File: src/rtl/vga_pkg.sv
`default_nettype none
// +--------------------------------------------------------------------+
// | Package : vga_pkg                                                  |
// | Shared VGA timing constants, fetch defaults and the fetch FSM type |
// | Rev 1.0 : initial release                                          |
// +--------------------------------------------------------------------+
package vga_pkg;

  // Horizontal / vertical blanking geometry of the timing generator
  localparam int HFP    = 40;
  localparam int HPULSE = 48;
  localparam int HBP    = 40;
  localparam int VFP    = 13;
  localparam int VPULSE = 3;
  localparam int VBP    = 29;

  // Default burst size in pixels and the byte size of one pixel word
  localparam int DEFAULT_BURST   = 16;
  localparam int BYTES_PER_PIXEL = 4;

  typedef enum logic [1:0] {
    IDLE  = 2'd0,
    SYNC  = 2'd1,
    FETCH = 2'd2,
    DRAIN = 2'd3
  } fetch_state_t;

endpackage
`default_nettype wire

File: src/rtl/vga_fetch_sched_if.sv
`default_nettype none
// +--------------------------------------------------------------------+
// | Interface : vga_fetch_sched_if                                     |
// | Burst read request / completion bus to the memory read master      |
// | Rev 1.0   : initial release                                        |
// +--------------------------------------------------------------------+
interface vga_fetch_sched_if #(
  parameter int ADDR_W = 32
);
  logic              req_valid;
  logic [ADDR_W-1:0] req_addr;
  logic [7:0]        req_len;
  logic              req_ready;
  logic              rsp_done;

  // Scheduler side: issues requests, sees acceptance and completions
  modport master (
    output req_valid,
    output req_addr,
    output req_len,
    input  req_ready,
    input  rsp_done
  );

  // Read-master side
  modport slave (
    input  req_valid,
    input  req_addr,
    input  req_len,
    output req_ready,
    output rsp_done
  );
endinterface
`default_nettype wire

File: src/rtl/vga_credit_cnt.sv
`default_nettype none
// +--------------------------------------------------------------------+
// | Module : vga_credit_cnt                                            |
// | Up/down in-flight burst counter, simultaneous inc/dec, floor at 0  |
// | Rev 1.0 : initial release                                          |
// +--------------------------------------------------------------------+
module vga_credit_cnt #(
  parameter int W = 5
) (
  input  wire logic         clk,
  input  wire logic         rst,
  input  wire logic         inc_i,
  input  wire logic         dec_i,
  output logic [W-1:0]      cnt_o
);
  logic [W-1:0] cnt_q;
  logic [W-1:0] cnt_d;
  logic         w_dec_eff;

  // A completion with nothing outstanding is stale and must not underflow
  assign w_dec_eff = dec_i && (cnt_q != '0);

  // Next count: inc and dec together cancel out
  always_comb begin
    cnt_d = cnt_q;
    if (inc_i && !w_dec_eff) begin
      cnt_d = cnt_q + W'(1);
    end else if (!inc_i && w_dec_eff) begin
      cnt_d = cnt_q - W'(1);
    end
  end

  // Counter register
  always_ff @(posedge clk) begin
    if (rst) begin
      cnt_q <= '0;
    end else begin
      cnt_q <= cnt_d;
    end
  end

  assign cnt_o = cnt_q;

endmodule
`default_nettype wire

File: src/rtl/vga_fetch_sched.sv
`default_nettype none
// +--------------------------------------------------------------------+
// | Module : vga_fetch_sched                                           |
// | Frame-aligned burst read scheduler feeding the VGA pixel FIFO      |
// | Rev 1.0 : initial release                                          |
// +--------------------------------------------------------------------+
module vga_fetch_sched
  import vga_pkg::*;
#(
  parameter int HDISP      = 800,
  parameter int VDISP      = 480,
  parameter int BURST      = DEFAULT_BURST,
  parameter int FIFO_DEPTH = 256,
  parameter int ADDR_W     = 32
) (
  input  wire logic                          pixel_clk,
  input  wire logic                          pixel_rst,
  input  wire logic                          enable,
  input  wire logic [ADDR_W-1:0]             fb_base,
  input  wire logic                          vs_in,
  input  wire logic [$clog2(FIFO_DEPTH):0]   fifo_level,
  vga_fetch_sched_if.master                  req_bus,
  output logic                               frame_active,
  output logic                               frame_done,
  output logic                               err_overrun
);

  localparam int c_frame_bursts = HDISP * VDISP / BURST;
  localparam int c_rem_w        = $clog2(c_frame_bursts + 1);
  localparam int c_cnt_w        = $clog2(FIFO_DEPTH / BURST + 1);
  localparam logic [ADDR_W-1:0] c_addr_step = ADDR_W'(BURST * BYTES_PER_PIXEL);
  localparam logic [31:0]       c_burst_32  = 32'(BURST);
  localparam logic [31:0]       c_depth_32  = 32'(FIFO_DEPTH);

  fetch_state_t         state_q, state_d;
  logic                 req_valid_q, req_valid_d;
  logic [ADDR_W-1:0]    req_addr_q, req_addr_d;
  logic [c_rem_w-1:0]   remaining_q, remaining_d;
  logic                 frame_active_q, frame_active_d;
  logic                 frame_done_q, frame_done_d;
  logic                 err_overrun_q, err_overrun_d;
  logic                 vs_prev_q;

  logic [c_cnt_w-1:0]   inflight;
  logic                 w_vs_fall;
  logic                 w_handshake;
  logic [31:0]          w_need;
  logic                 w_credit_ok;

  assign w_vs_fall   = vs_prev_q && !vs_in;
  assign w_handshake = req_valid_q && req_bus.req_ready;

  // Room for one more burst on top of what is buffered and already in flight
  assign w_need      = 32'(fifo_level) + (32'(inflight) + 32'd1) * c_burst_32;
  assign w_credit_ok = (w_need <= c_depth_32);

  vga_credit_cnt #(
    .W (c_cnt_w)
  ) u_credit (
    .clk   (pixel_clk),
    .rst   (pixel_rst),
    .inc_i (w_handshake),
    .dec_i (req_bus.rsp_done),
    .cnt_o (inflight)
  );

  // Next-state and datapath updates for the frame fetch sequence
  always_comb begin
    state_d        = state_q;
    req_valid_d    = req_valid_q;
    req_addr_d     = req_addr_q;
    remaining_d    = remaining_q;
    frame_active_d = frame_active_q;
    frame_done_d   = 1'b0;
    err_overrun_d  = err_overrun_q;

    unique case (state_q)
      IDLE: begin
        if (enable) begin
          state_d = SYNC;
        end
      end
      SYNC: begin
        // A disabled scheduler never starts a frame, even on a VS edge
        if (!enable) begin
          state_d = IDLE;
        end else if (w_vs_fall) begin
          state_d        = FETCH;
          req_addr_d     = fb_base;
          remaining_d    = c_rem_w'(c_frame_bursts);
          frame_active_d = 1'b1;
        end
      end
      FETCH: begin
        if (w_vs_fall) begin
          err_overrun_d = 1'b1;
        end
        if (w_handshake) begin
          req_valid_d = 1'b0;
          req_addr_d  = req_addr_q + c_addr_step;
          remaining_d = remaining_q - c_rem_w'(1);
          if (remaining_q == c_rem_w'(1)) begin
            state_d = DRAIN;
          end
        end else if (!req_valid_q && (remaining_q != '0) && w_credit_ok) begin
          // Credit is only evaluated before raising valid; once up it holds
          req_valid_d = 1'b1;
        end
      end
      DRAIN: begin
        if (w_vs_fall) begin
          err_overrun_d = 1'b1;
        end
        if (inflight == '0) begin
          frame_done_d   = 1'b1;
          frame_active_d = 1'b0;
          state_d        = enable ? SYNC : IDLE;
        end
      end
      default: begin
        state_d = IDLE;
      end
    endcase
  end

  // State and datapath registers
  always_ff @(posedge pixel_clk) begin
    if (pixel_rst) begin
      state_q        <= IDLE;
      req_valid_q    <= 1'b0;
      req_addr_q     <= '0;
      remaining_q    <= '0;
      frame_active_q <= 1'b0;
      frame_done_q   <= 1'b0;
      err_overrun_q  <= 1'b0;
      vs_prev_q      <= 1'b1;
    end else begin
      state_q        <= state_d;
      req_valid_q    <= req_valid_d;
      req_addr_q     <= req_addr_d;
      remaining_q    <= remaining_d;
      frame_active_q <= frame_active_d;
      frame_done_q   <= frame_done_d;
      err_overrun_q  <= err_overrun_d;
      vs_prev_q      <= vs_in;
    end
  end

  assign req_bus.req_valid = req_valid_q;
  assign req_bus.req_addr  = req_addr_q;
  assign req_bus.req_len   = 8'(BURST);
  assign frame_active      = frame_active_q;
  assign frame_done        = frame_done_q;
  assign err_overrun       = err_overrun_q;

endmodule
`default_nettype wire

File: src/flat_wrapper.sv
// flat-port wrapper written by rule: the top's interface ports become plain ports
module vga_fetch_sched_flat import vga_pkg::*;
#(
  parameter int HDISP      = 800,
  parameter int VDISP      = 480,
  parameter int BURST      = DEFAULT_BURST,
  parameter int FIFO_DEPTH = 256,
  parameter int ADDR_W     = 32
)
  (pixel_clk, pixel_rst, enable, fb_base, vs_in, fifo_level, frame_active, frame_done, err_overrun, req_bus_req_valid, req_bus_req_addr, req_bus_req_len, req_bus_req_ready, req_bus_rsp_done);
  vga_fetch_sched_if #(.ADDR_W(ADDR_W)) req_bus_i ();
  input  wire logic pixel_clk;
  input  wire logic pixel_rst;
  input  wire logic enable;
  input  wire logic [ADDR_W-1:0] fb_base;
  input  wire logic vs_in;
  input  wire logic [$clog2(FIFO_DEPTH):0] fifo_level;
  output logic frame_active;
  output logic frame_done;
  output logic err_overrun;
  output wire logic [$bits(req_bus_i.req_valid)-1:0] req_bus_req_valid;
  output wire logic [$bits(req_bus_i.req_addr)-1:0] req_bus_req_addr;
  output wire logic [$bits(req_bus_i.req_len)-1:0] req_bus_req_len;
  input wire logic [$bits(req_bus_i.req_ready)-1:0] req_bus_req_ready;
  input wire logic [$bits(req_bus_i.rsp_done)-1:0] req_bus_rsp_done;
  assign req_bus_req_valid = req_bus_i.req_valid;
  assign req_bus_req_addr = req_bus_i.req_addr;
  assign req_bus_req_len = req_bus_i.req_len;
  assign req_bus_i.req_ready = req_bus_req_ready;
  assign req_bus_i.rsp_done = req_bus_rsp_done;
  vga_fetch_sched #(.HDISP(HDISP), .VDISP(VDISP), .BURST(BURST), .FIFO_DEPTH(FIFO_DEPTH), .ADDR_W(ADDR_W)) u_core (.pixel_clk(pixel_clk), .pixel_rst(pixel_rst), .enable(enable), .fb_base(fb_base), .vs_in(vs_in), .fifo_level(fifo_level), .req_bus(req_bus_i), .frame_active(frame_active), .frame_done(frame_done), .err_overrun(err_overrun));
endmodule
File: config.mk
export PLATFORM = sky130hd
export DESIGN_NAME = vga_fetch_sched_flat
export DESIGN_NICKNAME = d
export VERILOG_FILES = /design/src/rtl/vga_pkg.sv /design/src/rtl/vga_fetch_sched_if.sv /design/src/rtl/vga_credit_cnt.sv /design/src/rtl/vga_fetch_sched.sv /design/src/flat_wrapper.sv
export SDC_FILE = /design/constraint.sdc
export NUM_CORES = 1
export LEC_CHECK = 0
export BUFFER_PORTS_ARGS = -buffer_cell sky130_fd_sc_hd__buf_2
export CAP_MARGIN = 20
export CORE_MARGIN = 4
export CORE_UTILIZATION = 58
export CTS_CLUSTER_SIZE = 12
export DETAILED_ROUTE_END_ITERATION = 7
export PLACE_DENSITY = 0.84
export SYNTH_ARGS = -nofsm -noshare
export SYNTH_HDL_FRONTEND = slang
export SYNTH_SLANG_ARGS = --single-unit
File: constraint.sdc
create_clock -name pixel_clk -period 6.8 [get_ports pixel_clk]
set_clock_uncertainty 0.1 [all_clocks]
set_input_delay 1.02 -clock pixel_clk [delete_from_list [all_inputs] [get_ports pixel_clk]]
set_output_delay 1.02 -clock pixel_clk [all_outputs]
set_load 0.05 [all_outputs]
==> report_table.html <==
<table>
<tr><th>Metric</th><th>Value</th></tr>
<tr><th colspan="2">Worst setup path</th></tr>
<tr><td>Worst EP arrival</td><td>around 3.2 ns</td></tr>
<tr><td>Chain of cells forming the critical path</td><td>inv_1 &gt; ha_1 &gt; nor4b_1 &gt; nand2b_1 &gt; ha_1 &gt; inv_1 &gt; fa_1 &gt; a21o_1 &gt; a21oi_1 &gt; xnor2_1 &gt; or3_1 &gt; a21oi_1</td></tr>
<tr><td>Startpoint of the worst-slack reg-to-reg timing path</td><td>u_core.u_credit.cnt_o[0]</td></tr>
<tr><td>Crit-path max FO</td><td>6</td></tr>
<tr><td>Crit path launch</td><td>u_core.u_credit.cnt_o[0]</td></tr>
<tr><td>Setup crit end kind</td><td>flop</td></tr>
<tr><td>Worst stage delay on the critical path</td><td>0.42 ns</td></tr>
<tr><td>Startpoint types</td><td>flop</td></tr>
<tr><td>Required time of the worst setup path</td><td>6.95 ns</td></tr>
<tr><td>Slowest CP cell</td><td>fa_1</td></tr>
<tr><td>Kind of critical path</td><td>reg -&gt; reg</td></tr>
<tr><th colspan="2">Logic synthesis</th></tr>
<tr><td>Cell accounting for the most synthesized area</td><td>dfxtp_1</td></tr>
<tr><td>Warnings, synthesis</td><td>0</td></tr>
<tr><td>Xor and xnor fraction of the mapped netlist area</td><td>0.0563</td></tr>
<tr><td>Mapped Cells</td><td>between 400 and 500</td></tr>
<tr><td>Fraction of registers with async set or reset after synthesis</td><td>0</td></tr>
<tr><td>Post-synthesis mux area share</td><td>0.0280</td></tr>
<tr><td>Adder-cell share of the synthesized area</td><td>0.0636</td></tr>
<tr><td>Per-instance average area after synthesis</td><td>just over 8 sq um</td></tr>
<tr><td>Share of the synthesized area in compound gates (AO/OA/AOI/OAI)</td><td>0.174</td></tr>
<tr><td>Count of distinct cell types in the synthesized netlist</td><td>67</td></tr>
<tr><td>Area share of the largest cell type after synthesis</td><td>0.330</td></tr>
<tr><td>Synth Cell Area</td><td>3580 sq um</td></tr>
<tr><td>Combinational family with the most area after synthesis</td><td>simple AND/OR/NAND/NOR gates</td></tr>
<tr><td>Post-synthesis sequential area ratio</td><td>0.330</td></tr>
<tr><td>Dominant cells by area after synthesis</td><td>dfxtp_1 (33%), a21oi_1 (5.9%), ha_1 (5.2%)</td></tr>
<tr><td>Top FF cell, synth</td><td>dfxtp_1</td></tr>
<tr><td>Simple-gate portion of the synthesized area</td><td>0.286</td></tr>
<tr><td>Number of synthesized register bits</td><td>59</td></tr>
<tr><td>Post-synth EDFFs</td><td>0</td></tr>
<tr><th colspan="2">STA</th></tr>
<tr><td>WHS</td><td>around 0.35 ns</td></tr>
<tr><td>Final Hold Violating Endpoints</td><td>0</td></tr>
<tr><td>Total Negative Setup Slacks</td><td>0 ns</td></tr>
<tr><td>Tmin final</td><td>between 2 and 3 ns</td></tr>
<tr><td>Transition at the pin with the smallest max-transition slack</td><td>about 1.1 ns</td></tr>
<tr><td>Setup repair after global routing missed its margin</td><td>no</td></tr>
<tr><td>Post-route fraction of the period consumed by the critical path</td><td>0.440</td></tr>
<tr><td>Slew Limit Headroom</td><td>0.266</td></tr>
<tr><td>Slew Viols, Final</td><td>0</td></tr>
<tr><td>Highest clock rate</td><td>between 300 and 400 MHz</td></tr>
<tr><td>Endpoints failing setup</td><td>0</td></tr>
<tr><th colspan="2">Route</th></tr>
<tr><td>Final routed DRC violation total</td><td>0</td></tr>
<tr><td>Vias per inst</td><td>5.90</td></tr>
<tr><td>Routed via count</td><td>3499</td></tr>
<tr><td>Number of design-rule violations left by the first detailed-router iteration</td><td>240</td></tr>
<tr><td>Wire length after detailed routing</td><td>roughly 8900 um</td></tr>
<tr><td>Number of nets still failing antenna checks after routing</td><td>0</td></tr>
<tr><td>Wire per inst</td><td>15.0 um</td></tr>
<tr><td>Iteration count of the initial detailed-routing pass</td><td>5</td></tr>
<tr><th colspan="2">Clock tree</th></tr>
<tr><td>Setup repair bufs after CTS</td><td>0</td></tr>
<tr><td>Clock transition at path regs</td><td>~0.060 ns</td></tr>
<tr><td>H-tree depth reported by CTS</td><td>3</td></tr>
<tr><td>Clock Sinks</td><td>between 50 and 60</td></tr>
<tr><td>Master cell of the clock root buffer</td><td>clkbuf_8</td></tr>
<tr><td>Cells resized by post-CTS repair</td><td>0</td></tr>
<tr><td>Insertion delay of the later-clocked pin in the worst-skew pair</td><td>0.33 ns</td></tr>
<tr><td>TritonCTS clock tree</td><td>done</td></tr>
<tr><td>Number of buffers created by CTS</td><td>9</td></tr>
<tr><td>Hold buffers post-CTS</td><td>0</td></tr>
<tr><td>Buffers from clock root to sink, at most</td><td>2</td></tr>
<tr><th colspan="2">Global route</th></tr>
<tr><td>Antenna violations before repair</td><td>0</td></tr>
<tr><td>GR Util All Layers</td><td>0.243</td></tr>
<tr><td>Total overflow reported by the global router</td><td>0</td></tr>
<tr><td>Vias in the first global route</td><td>around 3.3k</td></tr>
<tr><td>Maximum number of pins on one net before global-route repair</td><td>57</td></tr>
<tr><td>Global-route wire length before repair</td><td>between 10000 and 15000 um</td></tr>
<tr><th colspan="2">Finish</th></tr>
<tr><td>Non-filler instance count after layout</td><td>around 590</td></tr>
<tr><td>Most frequent cells in the layout</td><td>buf_2 (82), dfxtp_1 (59), a21oi_1 (42)</td></tr>
<tr><td>Share of layout cells above drive strength 1</td><td>0.222</td></tr>
<tr><td>Number of nets in the finished design</td><td>slightly below 600</td></tr>
<tr><td>Antenna cell count</td><td>0</td></tr>
<tr><td>Most common library cell in the layout ignoring fill and taps</td><td>buf_2</td></tr>
<tr><td>Area added between synthesis and finish</td><td>17.1%</td></tr>
<tr><th colspan="2">Pwr</th></tr>
<tr><td>Power per unit of standard cell area</td><td>~240 nW/um^2</td></tr>
<tr><td>Clock network power share</td><td>0.366</td></tr>
<tr><td>Switching share of power</td><td>0.306</td></tr>
<tr><td>Internal power</td><td>693 uW</td></tr>
<tr><td>Post-layout power</td><td>998 uW</td></tr>
<tr><td>Peak ir drop on the vdd network</td><td>about 140 uV</td></tr>
<tr><td>Power share of the sequential group</td><td>0.392</td></tr>
<tr><td>Psw</td><td>305 uW</td></tr>
<tr><td>Comb pwr share</td><td>0.242</td></tr>
<tr><td>Leak</td><td>~0.0018 uW</td></tr>
<tr><th colspan="2">Min path</th></tr>
<tr><td>Worst hold start</td><td>u_core.req_bus.req_addr[4]</td></tr>
<tr><td>Worst min-delay path category</td><td>reg -&gt; reg</td></tr>
<tr><th colspan="2">Placed design</th></tr>
<tr><td>Final RePlAce weighted congestion</td><td>a little over 0.8</td></tr>
<tr><td>Port-buffer cells</td><td>between 80 and 90</td></tr>
<tr><td>Cell Count Post-Placement</td><td>between 500 and 600</td></tr>
<tr><td>Post-detailed-placement half-perimeter wirelength</td><td>~6300 um</td></tr>
<tr><th colspan="2">Die</th></tr>
<tr><td>Number of placement rows</td><td>28</td></tr>
<tr><td>Die outline area</td><td>approximately 7500 sq um</td></tr>
<tr><td>Core area</td><td>a little under 6000 sq um</td></tr>
<tr><td>Initial Utilization</td><td>0.601</td></tr>
<tr><td>Number of top-level pins</td><td>~90</td></tr>
<tr><td>Die height</td><td>around 87 um</td></tr>
<tr><td>Floorplan die width</td><td>86.5 um</td></tr>
<tr><th colspan="2">Flow run</th></tr>
<tr><td>Max-cap violations</td><td>0</td></tr>
<tr><th colspan="2">Outcome</th></tr>
<tr><td>Result of the run</td><td>complete, no violations</td></tr>
</table>
per-stage QoR:
step                worst slack, ns  utilization  instance area [sq um]
global route                   3.56        0.703                   4190
finish                         3.81        0.703                   4190
detailed placement             3.68        0.665                   3960
floorplan                      3.94            -                   3600
global placement               3.78        0.665                   3960
CTS                            3.79        0.703                   4190
final timing paths:
path                                              endpoint  slack (ns)  cells after the start
worst max-delay path              u_core.u_credit.cnt_o[4]        3.81                     12
worst min-delay path            u_core.req_bus.req_addr[4]        0.35                      2
worst max register to register    u_core.u_credit.cnt_o[4]        3.81                     12
worst min register to register  u_core.req_bus.req_addr[4]        0.35                      2
per-layer routing:
layer / wire length [um] / vias up / global-route usage / part of all wire
met4: 113 / 0 / 0.0921 / 0.013
met5: 0 / - / 0 / 0
met3: 641 / 16 / 0.0437 / 0.072
li1: - / 1721 / - / -
met2: 4300 / 143 / 0.409 / 0.48
met1: 3850 / 1619 / 0.310 / 0.43
registers in the layout, summed over array words and instances (netlist names), named ones only:
register	count
u_core.err_overrun	1
u_core.frame_active	1
u_core.frame_done	1
u_core.remaining_q	15
u_core.req_bus.req_addr	32
u_core.req_bus.req_valid	1
u_core.state_q	1
u_core.u_credit.cnt_o	5
u_core.vs_prev_q	1
cells by family (layout without fill, tap and decap cells):
| logic type | count (synthesis) | count (layout) |
|---|---|---|
| and+or+nand+nor | 188 | 188 |
| AOI/OAI and AO/OA | 100 | 100 |
| DFF | 59 | 59 |
| buffers and inverters | 45 | 113 |
| xor gates and xnor gates | 23 | 23 |
| adders and majority gates | 17 | 17 |
| muxes | 10 | 10 |
| other | 2 | 8 |
power groups by stage:
| stage | Clock (uW) | Combinational (uW) | Sequential, uW |
|---|---|---|---|
| 6_report | 365 | 241 | 391 |
| 5_1_grt | 384 | 270 | 395 |
| 4_1_cts | 368 | 241 | 391 |
| 3_5_place_dp | 0 | 239 | 399 |
| 3_3_place_gp | 0 | 232 | 398 |
| 2_1_floorplan | 0 | 174 | 412 |
cell type report:
class                      count  area [sq um]
clock buffer                  12           155
clock inverter                 4          72.6
fill                         494          1770
inverter                      12          45.0
multi-input combinational    346          2210
sequential                    59          1180
tap                           75          93.8
timing repair buffer          85           433
critical path: cells and delay by family (launching register included):
family | cells | cell delay (ns)
xor gates and xnor gates | 1 | 0.09
DFF | 1 | 0.39
AOI/OAI and AO/OA | 3 | 0.51
adders and majority gates | 3 | 0.74
and+or+nand+nor | 3 | 0.89
buffers and inverters | 2 | 0.21
cells in the mapped netlist, types with 5 or more instances:
cell type	instances
dfxtp_1	59
a21oi_1	42
nor2_1	41
nand2_1	40
nand3_1	26
ha_1	15
nor3_1	15
clkbuf_1	14
nor4_1	13
inv_1	12
xnor2_1	12
o21ai_0	11
xor2_1	11
buf_2	10
mux2i_1	10
buf_4	8
and3_1	7
nand2b_1	6
nand4_1	6
a21o_1	5
o21ai_1	5
o22ai_1	5
No activity file was read; power rests on OpenSTA's default activity.
